## config.mk

```make
export PLATFORM = sky130hd
export DESIGN_NAME = uart_frame_parser
export DESIGN_NICKNAME = d
export VERILOG_FILES = /design/src/rtl/uart_pkg.sv /design/src/rtl/sat_counter.sv /design/src/rtl/uart_frame_parser.sv
export SDC_FILE = /design/constraint.sdc
export NUM_CORES = 1
export LEC_CHECK = 0
export CORE_UTILIZATION = 54
export DETAILED_ROUTE_END_ITERATION = 6
export GPL_TIMING_DRIVEN = 1
export PLACE_DENSITY_LB_ADDON = 0.15
export RECOVER_POWER = 50
export SYNTH_ARGS = -nofsm -noshare
export SYNTH_HDL_FRONTEND = slang
export SYNTH_SLANG_ARGS = --single-unit
```

## constraint.sdc

```tcl
create_clock -name clk -period 3.3 [get_ports clk]
set_clock_uncertainty 0.2 [all_clocks]
set_input_delay 0.825 -clock clk [delete_from_list [all_inputs] [get_ports clk]]
set_output_delay 0.825 -clock clk [all_outputs]
set_load 0.005 [all_outputs]
```

## src/rtl/uart_pkg.sv

```systemverilog
// Shared types for the UART frame parser: FSM states, SOF default, saturating increment.
// Latency: n/a (declarations only).
// Backpressure: n/a.
package uart_pkg;

    typedef enum logic [1:0] {
        HUNT    = 2'd0,
        LEN     = 2'd1,
        PAYLOAD = 2'd2,
        CHECK   = 2'd3
    } parser_state_t;

    localparam logic [7:0] SOF_DEFAULT = 8'hA5;

    // Increment that sticks at the all-ones value of a width-bit field (width <= 32).
    function automatic logic [31:0] sat_inc(input logic [31:0] val, input int unsigned width);
        logic [31:0] max_val;
        max_val = (32'h1 << width) - 32'h1;
        return (val == max_val) ? val : val + 32'h1;
    endfunction

endpackage

```

## src/rtl/sat_counter.sv

```systemverilog
// Saturating event counter with synchronous clear.
// Latency: count reflects an inc one cycle later; clr beats a same-cycle inc.
// Backpressure: none, one increment per cycle.
module sat_counter
    import uart_pkg::*;
#(
    parameter int CNT_W = 8
) (
    input  logic             clk,
    input  logic             rst_n,
    input  logic             inc,
    input  logic             clr,
    output logic [CNT_W-1:0] cnt
);

    always_ff @(posedge clk or negedge rst_n) begin
        if (!rst_n) begin
            cnt <= '0;
        end else if (clr) begin
            cnt <= '0;
        end else if (inc) begin
            cnt <= CNT_W'(sat_inc(32'(cnt), CNT_W));
        end
    end

endmodule

```

## src/rtl/uart_frame_parser.sv

```systemverilog
// Parses SOF/LEN/payload/CHK frames from the rx FIFO, streams payload and flags frame status.
// Latency: popped byte on out_data next cycle; frame_ok/frame_err the cycle after CHK pop.
// Backpressure: stalls rx pops in PAYLOAD while the output register is full and not taken.
module uart_frame_parser
    import uart_pkg::*;
#(
    parameter logic [7:0] SOF_BYTE = SOF_DEFAULT,
    parameter int         MAX_LEN  = 16,
    parameter int         CNT_W    = 8
) (
    input  logic             clk,
    input  logic             rst_n,
    input  logic [7:0]       rx_data,
    input  logic             rx_data_valid,
    output logic             rx_data_ready,
    output logic [7:0]       out_data,
    output logic             out_valid,
    output logic             out_last,
    input  logic             out_ready,
    output logic             frame_ok,
    output logic             frame_err,
    output logic [CNT_W-1:0] cksum_err_cnt,
    output logic [CNT_W-1:0] len_err_cnt,
    input  logic             err_cnt_clr
);

    localparam logic [7:0] MAX_LEN_B = 8'(MAX_LEN);

    parser_state_t state_q;
    parser_state_t state_d;

    logic [7:0] sum_q;
    logic [7:0] remaining_q;
    logic [7:0] sum_next;
    logic       out_slot_free;
    logic       load_out;
    logic       ok_set;
    logic       cksum_err_inc;
    logic       len_err_inc;

    assign sum_next      = sum_q + rx_data;
    assign out_slot_free = !out_valid || out_ready;

    always_ff @(posedge clk or negedge rst_n) begin
        if (!rst_n) begin
            state_q <= HUNT;
        end else begin
            state_q <= state_d;
        end
    end

    always_comb begin
        state_d = state_q;
        if (rx_data_ready) begin
            unique case (state_q)
                HUNT: begin
                    if (rx_data == SOF_BYTE) begin
                        state_d = LEN;
                    end
                end
                LEN: begin
                    if (rx_data == 8'd0) begin
                        state_d = CHECK;
                    end else if (rx_data > MAX_LEN_B) begin
                        state_d = HUNT;
                    end else begin
                        state_d = PAYLOAD;
                    end
                end
                PAYLOAD: begin
                    if (remaining_q == 8'd1) begin
                        state_d = CHECK;
                    end
                end
                CHECK: begin
                    state_d = HUNT;
                end
                default: state_d = HUNT;
            endcase
        end
    end

    // Pops are gated only in PAYLOAD, where each byte needs a free output slot.
    always_comb begin
        rx_data_ready = rx_data_valid && ((state_q != PAYLOAD) || out_slot_free);
        load_out      = rx_data_ready && (state_q == PAYLOAD);
        ok_set        = rx_data_ready && (state_q == CHECK) && (sum_next == 8'd0);
        cksum_err_inc = rx_data_ready && (state_q == CHECK) && (sum_next != 8'd0);
        len_err_inc   = rx_data_ready && (state_q == LEN) && (rx_data > MAX_LEN_B);
    end

    always_ff @(posedge clk or negedge rst_n) begin
        if (!rst_n) begin
            sum_q       <= '0;
            remaining_q <= '0;
        end else if (rx_data_ready) begin
            if (state_q == LEN) begin
                sum_q       <= rx_data;
                remaining_q <= rx_data;
            end else if (state_q == PAYLOAD) begin
                sum_q       <= sum_next;
                remaining_q <= remaining_q - 8'd1;
            end
        end
    end

    // Single output stage: a load and a downstream take may coincide for full rate.
    always_ff @(posedge clk or negedge rst_n) begin
        if (!rst_n) begin
            out_data  <= '0;
            out_valid <= 1'b0;
            out_last  <= 1'b0;
        end else if (load_out) begin
            out_data  <= rx_data;
            out_valid <= 1'b1;
            out_last  <= (remaining_q == 8'd1);
        end else if (out_ready) begin
            out_valid <= 1'b0;
            out_last  <= 1'b0;
        end
    end

    always_ff @(posedge clk or negedge rst_n) begin
        if (!rst_n) begin
            frame_ok  <= 1'b0;
            frame_err <= 1'b0;
        end else begin
            frame_ok  <= ok_set;
            frame_err <= cksum_err_inc || len_err_inc;
        end
    end

    sat_counter #(.CNT_W(CNT_W)) u_cksum_cnt (
        .clk   (clk),
        .rst_n (rst_n),
        .inc   (cksum_err_inc),
        .clr   (err_cnt_clr),
        .cnt   (cksum_err_cnt)
    );

    sat_counter #(.CNT_W(CNT_W)) u_len_cnt (
        .clk   (clk),
        .rst_n (rst_n),
        .inc   (len_err_inc),
        .clr   (err_cnt_clr),
        .cnt   (len_err_cnt)
    );

endmodule

```

==> summary.md, run 1 <==
| Metric | Value |
|---|---|
| Status | `complete, no violations` |
| Hold Crit Start | `sum_q[6]` |
| Hold Vio Cnt, Final | `0` |
| 1st-iter DRT viols | `250` |
| Initial Util | `0.567` |
| Post-Place Cell Area | `0.00338 mm²` |
| Via count | `2579` |
| Via density | `5.96` |
| Final instance area | `0.00365 mm²` |
| Vias in the first global route | `2373` |
| Die W | `72.9 µm` |
| Int Pwr | `1530 µW` |
| Slew Viols, Final | `0` |
| Clk Tree Root Cell | `clkbuf_8` |
| Global-route wire length before repair | `11200 µm` |
| Largest buffer count on any clock path | `2` |
| Detail Route Antenna Nets | `0` |
| Sw power | `1080 µW` |
| Area of the die | `0.00532 mm²` |
| H-tree levels | `2` |
| Critical Path AT | `3290 ps` |
| FF-to-FF Start | `sum_q[0]` |
| Fraction of registers with async set/reset | `1.00` |
| Sequential share of power | `0.323` |
| DP HPWL | `4700 µm` |
| Achievable Freq | `307 MHz` |
| Clock Sinks | `46` |
| Worst-margin pin slew | `1140 ps` |
| Post-Syn Area | `0.00272 mm²` |
| Mapped Cells | `292` |
| Combinational group share of total power | `0.538` |
| Core Footprint | `0.00479 mm²` |
| Type of origin of the critical path | `input pin` |
| Synth Warn # | `0` |
| CP Max Fanout | `5` |
| PortBufs | `41` |
| Largest net degree at the start of global routing | `47` |
| NumNets Final | `395` |
| Fin util | `0.762` |
| Post-synthesis sequential area ratio | `0.424` |
| WL final | `7050 µm` |
| Post-synth top flop | `dfrtp_1` |
| IO Pins | `42` |
| Slew margin rel. | `0.237` |
| Share of layout cells above drive strength 1 | `0.208` |
| CTS tree | `yes` |
| Die Y | `72.9 µm` |
| Number of antenna cells inserted | `0` |
| PwrDens | `715 mW/mm²` |
| Setup Viol. Count Final | `0` |
| Initial antenna violation count | `0` |
| Post-Syn Nets | `322` |
| Number of remaining DRC errors | `0` |
| RePlAce Congestion | `0.913` |
| EDFF count, synth | `0` |
| Gr ovfl total | `0` |
| Drt pass-1 iters | `4` |
| Clock transition at path regs | `100 ps` |
| Crit. End Element | `flip-flop` |
| Mean post-synth cell area | `9.30 µm²` |
| WP data required | `3330 ps` |
| Synthesized flop and latch total | `46` |
| Mean routed wirelength per cell | `16.3 µm` |
| # rows | `25` |
| Net Sw Frac | `0.413` |
| Critical Path Start | `rx_data[2]` |
| Total chip power | `2610 µW` |
| All-Layer GR Usage | `0.282` |
| Pleak | `0.00161 µW` |
| Min Tclk post-route | `3250 ps` |
| Worst-Skew Late Latency | `310 ps` |
| Post-route setup TNS | `0 ps` |
| Final period util | `0.986` |
| Distinct cells, synth | `48` |
| Crit Path Class | `in2reg` |
| Area Growth Syn to Fin | `34.4%` |
| Maximum vdd ir drop | `342 µV` |
| Hold/Removal Path Class | `reg2reg` |
| Number of max-cap violations | `0` |
| TritonCTS Buffers | `5` |
| Clk network pwr share | `0.139` |
| Final hold slack | `309 ps` |
## worst paths after layout
| path | end | slack, ps | cells after the start |
|---|---|---|---|
| setup / recovery | u_cksum_cnt.cnt[7] | 50 | 10 |
| hold / removal | sum_q[6] | 310 | 1 |
| setup reg to reg | u_cksum_cnt.cnt[7] | 510 | 11 |
| hold reg to reg | sum_q[6] | 310 | 1 |
| max in group asynchronous | sum_q[6] | 1590 | 2 |
| min in group asynchronous | sum_q[4] | 610 | 2 |
## repair_timing
action | 4_1_cts | 5_1_grt
hold buffers | 0 | 0
pin swaps | 10 | 12
buffers inserted | 4 | 1
setup endpoints to repair | 8 | 8
cloned | 1 | 0
resized for setup | 12 | 15
## sequential cells by signal, summed over array words and instances (netlist names), named ones only
| name | count |
|---|---|
| frame_err | 1 |
| u_len_cnt.cnt | 8 |
| state_q | 1 |
| sum_q | 8 |
| frame_ok | 1 |
| remaining_q | 8 |
| out_valid | 1 |
| out_last | 1 |
| u_cksum_cnt.cnt | 8 |
| out_data | 8 |
## worst max-delay path, cell delays in order
cell,delay (ps)
clkdlybuf4s50_1,540
ha_2,340
nand2b_4,90
a21oi_4,70
a2111oi_1,390
nor3_1,130
and4b_4,270
buf_6,130
or3_4,360
a21oi_2,130
## cell type report
type | instances | area [µm²]
multi-input combinational | 225 | 1610
sequential | 46 | 1150
fill | 343 | 1140
timing repair buffer | 75 | 671
tap | 67 | 83.8
clock buffer | 5 | 68.8
inverter | 12 | 45.0
clock inverter | 3 | 23.8
## placed cells by master, fill, tap and decap left out, types with 2 or more instances in the layout
cell,synthesis,final
dfrtp_1,46,46
buf_4,0,31
nand2_1,27,27
clkdlybuf4s50_1,0,27
nor2_1,24,23
o21ai_0,23,23
a21oi_1,20,17
ha_1,16,12
nor3_1,12,11
dlygate4sd3_1,0,11
inv_1,11,10
nand3_1,9,9
mux2_2,10,9
and3_1,8,8
xor2_1,8,7
nand4_1,6,6
nor2b_1,5,5
or3_1,6,5
clkbuf_8,0,5
xnor2_1,5,4
nand2b_1,5,4
a31oi_1,3,3
o22ai_1,3,3
mux2i_1,3,3
ha_2,0,3
nor3b_1,2,2
a21oi_2,0,2
nand4b_1,2,2
o31ai_1,2,2
a22oi_1,2,2
a311oi_1,2,2
clkinvlp_4,0,2
dlymetal6s2s_1,0,2
buf_6,1,2
## power groups by stage
stage               clock [µW]  sequential, µW  combinational, µW
global placement             0             841               1140
global route               402             858               1530
finish                     363             841               1400
CTS                        372             837               1320
detailed placement           0             845               1190
floorplan                    0             821                751
## metal layers
metal	global-route usage	wire, µm	vias up
met1	0.377	3150	1242
met4	0.161	298	0
met5	0	0	-
li1	-	-	1197
met2	0.427	3220	103
met3	0.0552	374	37
## synthesized netlist by cell type (3+ instances only)
master | n | area, µm²
mux2i_1 | 3 | 30.0
o21ai_0 | 23 | 115
nand2_1 | 27 | 101
xor2_1 | 8 | 70.1
nor2b_1 | 5 | 31.3
or3_1 | 6 | 37.5
nand4_1 | 6 | 37.5
o22ai_1 | 3 | 18.8
a21oi_1 | 20 | 100
clkbuf_1 | 9 | 33.8
xnor2_1 | 5 | 43.8
and3_1 | 8 | 50.1
nand2b_1 | 5 | 31.3
nor2_1 | 24 | 90.1
mux2_2 | 10 | 113
nor3_1 | 12 | 60.1
a31oi_1 | 3 | 18.8
dfrtp_1 | 46 | 1150
inv_1 | 11 | 41.3
ha_1 | 16 | 200
nand3_1 | 9 | 45.0
## kinds of logic (layout without fill, tap and decap cells)
| group | after synthesis | in the layout | share of synthesized area |
|---|---|---|---|
| AND/OR/NAND/NOR | 113 | 114 | 0.213 |
| XOR/XNOR | 13 | 13 | 0.0419 |
| adder cells (fa/ha/maj) | 17 | 17 | 0.0811 |
| AO/OA/AOI/OAI | 68 | 68 | 0.154 |
| flip-flops | 46 | 46 | 0.424 |
| buffers and inverters | 22 | 95 | 0.0332 |
| multiplexers | 13 | 13 | 0.0525 |
## through the flow
stage,worst slack [ps],std cells
after floorplan,117,292
after global placement,-500,419
after detailed placement,-578,419
after CTS,3.37,432
after global routing,-31.8,433
final,45.8,433
Note: power is estimated with default switching activity, not from simulation.
==> inputs of run 2 (changes only) <==
--- a/config.mk
+++ b/config.mk
@@ -12,4 +12,6 @@
 export RECOVER_POWER = 50
 export SYNTH_ARGS = -nofsm -noshare
 export SYNTH_HDL_FRONTEND = slang
+export SYNTH_HIERARCHICAL = 1
 export SYNTH_SLANG_ARGS = --single-unit
+export TNS_END_PERCENT = 10
==> run 2 against run 1 <==
The flow now finishes with violations (negative setup slack). Die area rose by 4.2%. Register-to-register slack got worse by 130 ps. Maximum frequency is 2.1% lower. Flip-flop and latch count unchanged.
==> summary.md, run 2 <==
| Metric | Value |
|---|---|
| Setup Viol. Count Final | `2` |
| Most common cell on crit path | `buf_4` |
| Die W | `74.4 µm` |
| Mean routed wirelength per cell | `16.8 µm` |
| Worst Path Buf+Inv | `4` |
| H-tree levels | `2` |
| Area of the die | `0.00554 mm²` |
| Clock Sinks | `46` |
| Commonest cells after routing, fill and taps aside | `dfrtp_1 (46), buf_4 (36), clkdlybuf4s50_1 (27)` |
| Final period util | `1.01` |
| IO Pins | `42` |
| Main area contributors after synthesis | `dfrtp_1 (41%), ha_1 (7.1%), mux2_2 (4.0%), a21oi_1 (3.0%), o21ai_0 (3.0%)` |
| Pleak | `0.00159 µW` |
| Distinct cells, synth | `53` |
| Largest buffer count on any clock path | `2` |
| RePlAce Congestion | `0.887` |
| Crit Path Class | `in2reg` |
| Most common cell after layout, fill and taps aside | `dfrtp_1` |
| Post-synth top cells | `dfrtp_1 (46), nand2_1 (20), nor2_1 (18)` |
| Main combinational cell family by area after synthesis | `simple AND/OR/NAND/NOR gates` |
| Achievable Freq | `301 MHz` |
| Via density | `6.09` |
| Slowest-stage cell, CP | `fa_2` |
| Compound-Gate Fraction of Synth Area | `0.176` |
| Max stage delay on crit path | `380 ps` |
| Hold Vio Cnt, Final | `0` |
| Detail Route Antenna Nets | `0` |
| Vias in the first global route | `2426` |
| Worst-Skew Late Latency | `310 ps` |
| Slew margin rel. | `0.334` |
| Post-synthesis mux area share | `0.0716` |
| # rows | `25` |
| Synth Area in Simple Gates | `0.208` |
| Via count | `2635` |
| Synthesized flop and latch total | `46` |
| Crit path cell chain | `dlygate4sd2_1 -> ha_2 -> inv_1 -> fa_2 -> nor2b_4 -> o22ai_2 -> xnor2_1 -> nor4_2 -> a31oi_2 -> buf_4 -> buf_4 -> and4_2 -> nor3_1` |
| Post-Syn Area | `0.00283 mm²` |
| Die Y | `74.4 µm` |
| CTS tree | `yes` |
| Min Tclk post-route | `3320 ps` |
| Drt pass-1 iters | `5` |
| Number of max-cap violations | `0` |
| Crit. End Element | `flip-flop` |
| Failing checks | `negative setup slack` |
| Fraction of registers with async set/reset | `1.00` |
| NumNets Final | `395` |
| WL final | `7270 µm` |
| WP data required | `3330 ps` |
| Post-synth top flop | `dfrtp_1` |
| Maximum vdd ir drop | `576 µV` |
| Type of origin of the critical path | `input pin` |
| Total chip power | `2760 µW` |
| Post-Syn Nets | `322` |
| RSZ-0062 raised after global routing | `true` |
| Core Footprint | `0.00488 mm²` |
| Largest net degree at the start of global routing | `23` |
| All-Layer GR Usage | `0.271` |
| Number of remaining DRC errors | `0` |
| Number of antenna cells inserted | `0` |
| Synth Warn # | `6` |
| Mean post-synth cell area | `9.70 µm²` |
| Initial antenna violation count | `0` |
| 1st-iter DRT viols | `220` |
| CP Max Fanout | `6` |
| Status | `finished with violations` |
| EDFF count, synth | `0` |
| Critical Path AT | `3360 ps` |
| Mapped Cells | `292` |
| Gr ovfl total | `0` |
| Global-route wire length before repair | `11300 µm` |
| Top-area cell type share of the netlist area | `0.407` |
| PortBufs | `41` |
| DP HPWL | `4930 µm` |
| Setup WS post-layout | `-24.6 ps` |
| Final hold slack | `291 ps` |
| CTS Hold Buffers Added | `0` |
| Post-Synth Adder-Cell Area | `0.0778` |
| Most frequent cell after synthesis | `dfrtp_1` |
| Largest area contributor in the netlist | `dfrtp_1` |
| Area Growth Syn to Fin | `31.4%` |
| Initial Util | `0.580` |
| Clock transition at path regs | `100 ps` |
| Slew Viols, Final | `0` |
| Share of layout cells above drive strength 1 | `0.221` |
| Worst-margin pin slew | `999 ps` |
| Post-synthesis xor/xnor area fraction | `0.0186` |
| Crit-path leading delay family | `simple AND/OR/NAND/NOR gates` |
| Post-synthesis sequential area ratio | `0.407` |
| TritonCTS Buffers | `5` |
| PwrDens | `743 mW/mm²` |
| Hold/Removal Path Class | `reg2reg` |
| Clk Tree Root Cell | `clkbuf_8` |
## run 2: changes by cell type after synthesis, sizes merged, moves of 4 or more
cell    before  now
buf          1    6
nor2        24   18
nor3        12   17
nand2       28   20
o21ai       24   17
and3         8    3
xor2         8    3
a211oi       2   11
or3          6    2
## run 2: stage by stage
| step | TNS, ps | cell area [µm²] | std cells | util | setup WS, ps |
|---|---|---|---|---|---|
| 2_1_floorplan | 0 | 2830 | 292 | - | 26.5 |
| 3_3_place_gp | -3530 | 3450 | 414 | 0.708 | -485 |
| 3_5_place_dp | -4500 | 3450 | 414 | 0.708 | -667 |
| 4_1_cts | 0 | 3660 | 432 | 0.751 | 22.6 |
| 5_1_grt | -698 | 3720 | 433 | 0.763 | -132 |
| 6_report | -26.0 | 3720 | 433 | 0.763 | -24.6 |
## run 2: kinds of logic (layout without fill, tap and decap cells)
family	Yosys count	in the layout
simple gates	107	107
compound gates	72	72
flops	46	46
buf+inv	26	100
mux	18	18
fa+ha+maj	17	17
xor+xnor	6	6
## run 2: area by class of cell
cell class | instances | area (µm²)
clock buffer | 5 | 68.8
clock inverter | 3 | 43.8
fill | 339 | 1160
inverter | 13 | 48.8
multi-input combinational | 220 | 1650
sequential | 46 | 1150
tap | 67 | 83.8
timing repair buffer | 79 | 679
## run 2: timing repair
action / 4_1_cts / 5_1_grt
pin swaps: 6 / 8
resized for setup: 8 / 10
endpoints found under the setup margin: 8 / 10
buffers inserted: 10 / 1
gates cloned: 0 / 0
## run 2: worst register-to-register path, cell delays in order, from the launching register on
cell and delay (ps):
dfrtp_1 360, ha_2 180, inv_1 50, fa_2 380
nor2b_4 150, o22ai_2 100, xnor2_1 180, nor4_2 380
a31oi_2 180, buf_4 190, buf_4 150, and4_2 210
nor3_1 150
## run 2: final timing paths
| check | from | endpoint | slack (ps) | cells after the start |
|---|---|---|---|---|
| max in group asynchronous | rst_n | out_last | 1240 | 2 |
| min in group asynchronous | rst_n | remaining_q[3] | 320 | 1 |
| min | out_data[1] | out_data[1] | 290 | 2 |
| max reg2reg | sum_q[0] | u_cksum_cnt/cnt[6] | 380 | 12 |
| min reg2reg | out_data[1] | out_data[1] | 290 | 2 |
| max | rx_data[0] | u_cksum_cnt/cnt[6] | -20 | 13 |
## run 2: power breakdown
| group | internal, µW | switching [µW] |
|---|---|---|
| Sequential | 729 | 134 |
| Clock | 227 | 209 |
| Combinational | 733 | 731 |
## run 2: metal layers
layer	vias to the layer above	global-route usage	share of wire
li1	1217	-	-
met1	1281	0.384	0.45
met2	119	0.420	0.48
met3	18	0.0583	0.061
met4	0	0.0734	0.018
met5	-	0	0
==> inputs of run 3 (changes only) <==
--- a/config.mk
+++ b/config.mk
@@ -5,11 +5,13 @@
 export SDC_FILE = /design/constraint.sdc
 export NUM_CORES = 1
 export LEC_CHECK = 0
+export CAP_MARGIN = 20
 export CORE_UTILIZATION = 54
 export DETAILED_ROUTE_END_ITERATION = 6
 export GPL_TIMING_DRIVEN = 1
 export PLACE_DENSITY_LB_ADDON = 0.15
 export RECOVER_POWER = 50
+export SETUP_SLACK_MARGIN = 0.02
 export SYNTH_ARGS = -nofsm -noshare
 export SYNTH_HDL_FRONTEND = slang
 export SYNTH_HIERARCHICAL = 1
==> run 3 against run 2 <==
The run still ends with negative setup slack left. Final cell count unchanged. Final area is 0.34% higher. Sequential share of layout area shrank 0.10 points. Die area unchanged. Combinational power increased by 3%. Via count increased by 0.46%. Critical path depth down 2. Largest cell class unchanged.
==> summary.md, run 3 (same netlist as run 2, synthesis figures left out) <==
| Metric | Value |
|---|---|
| RePlAce Congestion | `0.887` |
| Slowest-stage cell, CP | `nor4_2` |
| Maximum vdd ir drop | `588 µV` |
| Clk Tree Root Cell | `clkbuf_8` |
| FF/Latch Area | `0.00115 mm²` |
| Crit-path leading delay family | `simple AND/OR/NAND/NOR gates` |
| Post-Place Cell Area | `0.00345 mm²` |
| Net Sw Frac | `0.396` |
| WL final | `7560 µm` |
| Int Pwr | `1700 µW` |
| Clock transition at path regs | `100 ps` |
| Initial Util | `0.580` |
| CTS Hold Buffers Added | `0` |
| Setup WS post-layout | `-221 ps` |
| # rows | `25` |
| Die W | `74.4 µm` |
| TritonCTS Buffers | `5` |
| Final instance area | `0.00373 mm²` |
| Largest net degree at the start of global routing | `23` |
| CP Max Fanout | `6` |
| All-Layer GR Usage | `0.271` |
| Pleak | `0.00159 µW` |
| Setup WS pre-CTS | `-667 ps` |
| Core Footprint | `0.00488 mm²` |
| Gr ovfl total | `0` |
| DP HPWL | `4930 µm` |
| Worst Path Buf+Inv | `3` |
| Placed cells | `414` |
| Largest buffer count on any clock path | `2` |
| Area Growth Syn to Fin | `31.9%` |
| Number of antenna cells inserted | `0` |
| Layout Cells excl Fill | `433` |
| Most common cell on crit path | `buf_4` |
| Failing checks | `negative setup slack` |
| Number of remaining DRC errors | `0` |
| Slew margin rel. | `0.341` |
| Most common cell after layout, fill and taps aside | `dfrtp_1` |
| Hold Vio Cnt, Final | `0` |
| H-tree levels | `2` |
| PortBufs | `41` |
| Sequential share of power | `0.309` |
| Max stage delay on crit path | `520 ps` |
| 1st-iter DRT viols | `238` |
| Crit path cell chain | `clkdlybuf4s50_1 -> ha_4 -> or2_1 -> o22ai_2 -> xnor2_1 -> nor4_2 -> a31oi_2 -> buf_4 -> buf_4 -> and4_2 -> nor3_1` |
| RSZ-0062 raised after global routing | `true` |
| Fillers | `338` |
| Critical Path AT | `3560 ps` |
| PwrDens | `752 mW/mm²` |
| Crit. End Element | `flip-flop` |
| Via count | `2647` |
| Multi-input gate area | `0.00166 mm²` |
| Slew Viols, Final | `0` |
| Type of origin of the critical path | `input pin` |
| Status | `finished with violations` |
| Share of layout cells above drive strength 1 | `0.224` |
| NumNets Final | `395` |
| Global-route wire length before repair | `11300 µm` |
| CTS tree | `yes` |
| Area of the die | `0.00554 mm²` |
| Hold/Removal Path Class | `reg2reg` |
| Achievable Freq | `284 MHz` |
| Detail Route Antenna Nets | `0` |
| Crit Path Class | `in2reg` |
| Vias in the first global route | `2426` |
| WP data required | `3330 ps` |
| Combinational group share of total power | `0.535` |
| IO Pins | `42` |
| Number of max-cap violations | `0` |
| Min Tclk post-route | `3520 ps` |
| Post-route setup TNS | `-1350 ps` |
| Setup Viol. Count Final | `9` |
| Via density | `6.11` |
| Initial antenna violation count | `0` |
| Final period util | `1.07` |
| Total chip power | `2810 µW` |
| Mean routed wirelength per cell | `17.5 µm` |
| Sw power | `1110 µW` |
| Worst-Skew Late Latency | `310 ps` |
| Drt pass-1 iters | `5` |
| Die Y | `74.4 µm` |
| Worst-margin pin slew | `988 ps` |
| Commonest cells after routing, fill and taps aside | `dfrtp_1 (46), buf_4 (36), clkdlybuf4s50_1 (27)` |
| Clk network pwr share | `0.157` |
| Clock Sinks | `46` |
## run 3: cell counts in the layout (fill, tap and decap cells not counted)
No cell type changed its count.
## run 3: metrics by stage
stage               hold WS [ps]  utilization
CTS                          198        0.751
floorplan                    254            -
global placement             267        0.708
finish                       292        0.765
global route                 322        0.765
detailed placement           281        0.708
## run 3: power groups by stage
stage / clock network (µW) / registers (µW) / logic, µW
detailed placement: 0 / 870 / 1280
global placement: 0 / 865 / 1240
finish: 440 / 867 / 1500
CTS: 441 / 861 / 1370
floorplan: 0 / 849 / 821
global route: 465 / 889 / 1630
## run 3: final cells by class
| class | instances | area share |
|---|---|---|
| clock inverters | 3 | 0.0117 |
| multi-input cells | 220 | 0.444 |
| flip-flops and latches | 46 | 0.308 |
| inverters | 13 | 0.0131 |
| clock buffers | 5 | 0.0184 |
| repair buffers | 79 | 0.182 |
| well taps | 67 | 0.0225 |
## run 3: tightest hold or removal path, stage by stage, from the launching register on
cell,delay (ps)
dfrtp_1,350
nand2_1,50
o21ai_0,60
## run 3: repair_timing
action                     in CTS  in global routing
hold endpoints to repair        0                  0
buffers inserted               10                  1
gates resized for setup         8                 11
pin swaps                       6                  8
setup endpoints to repair       8                 10
## run 3: path summary, 6_finish.rpt
| kind | startpoint | slack [ps] | to | depth (start not counted) |
|---|---|---|---|---|
| hold / removal | out_data[1] | 290 | out_data[1] | 2 |
| max in group asynchronous | rst_n | 1240 | out_last | 2 |
| setup reg to reg | sum_q[0] | 180 | u_cksum_cnt/cnt[6] | 12 |
| min in group asynchronous | rst_n | 320 | remaining_q[3] | 1 |
| hold reg to reg | out_data[1] | 290 | out_data[1] | 2 |
| setup / recovery | rx_data[2] | -220 | u_cksum_cnt/cnt[6] | 11 |
## run 3: routing by layer
layer / GRT usage / wire (µm) / vias up
met1: 0.384 / 3380 / 1272
met5: 0 / 0 / -
met3: 0.0583 / 527 / 23
met4: 0.0734 / 220 / 0
li1: - / - / 1217
met2: 0.420 / 3440 / 135
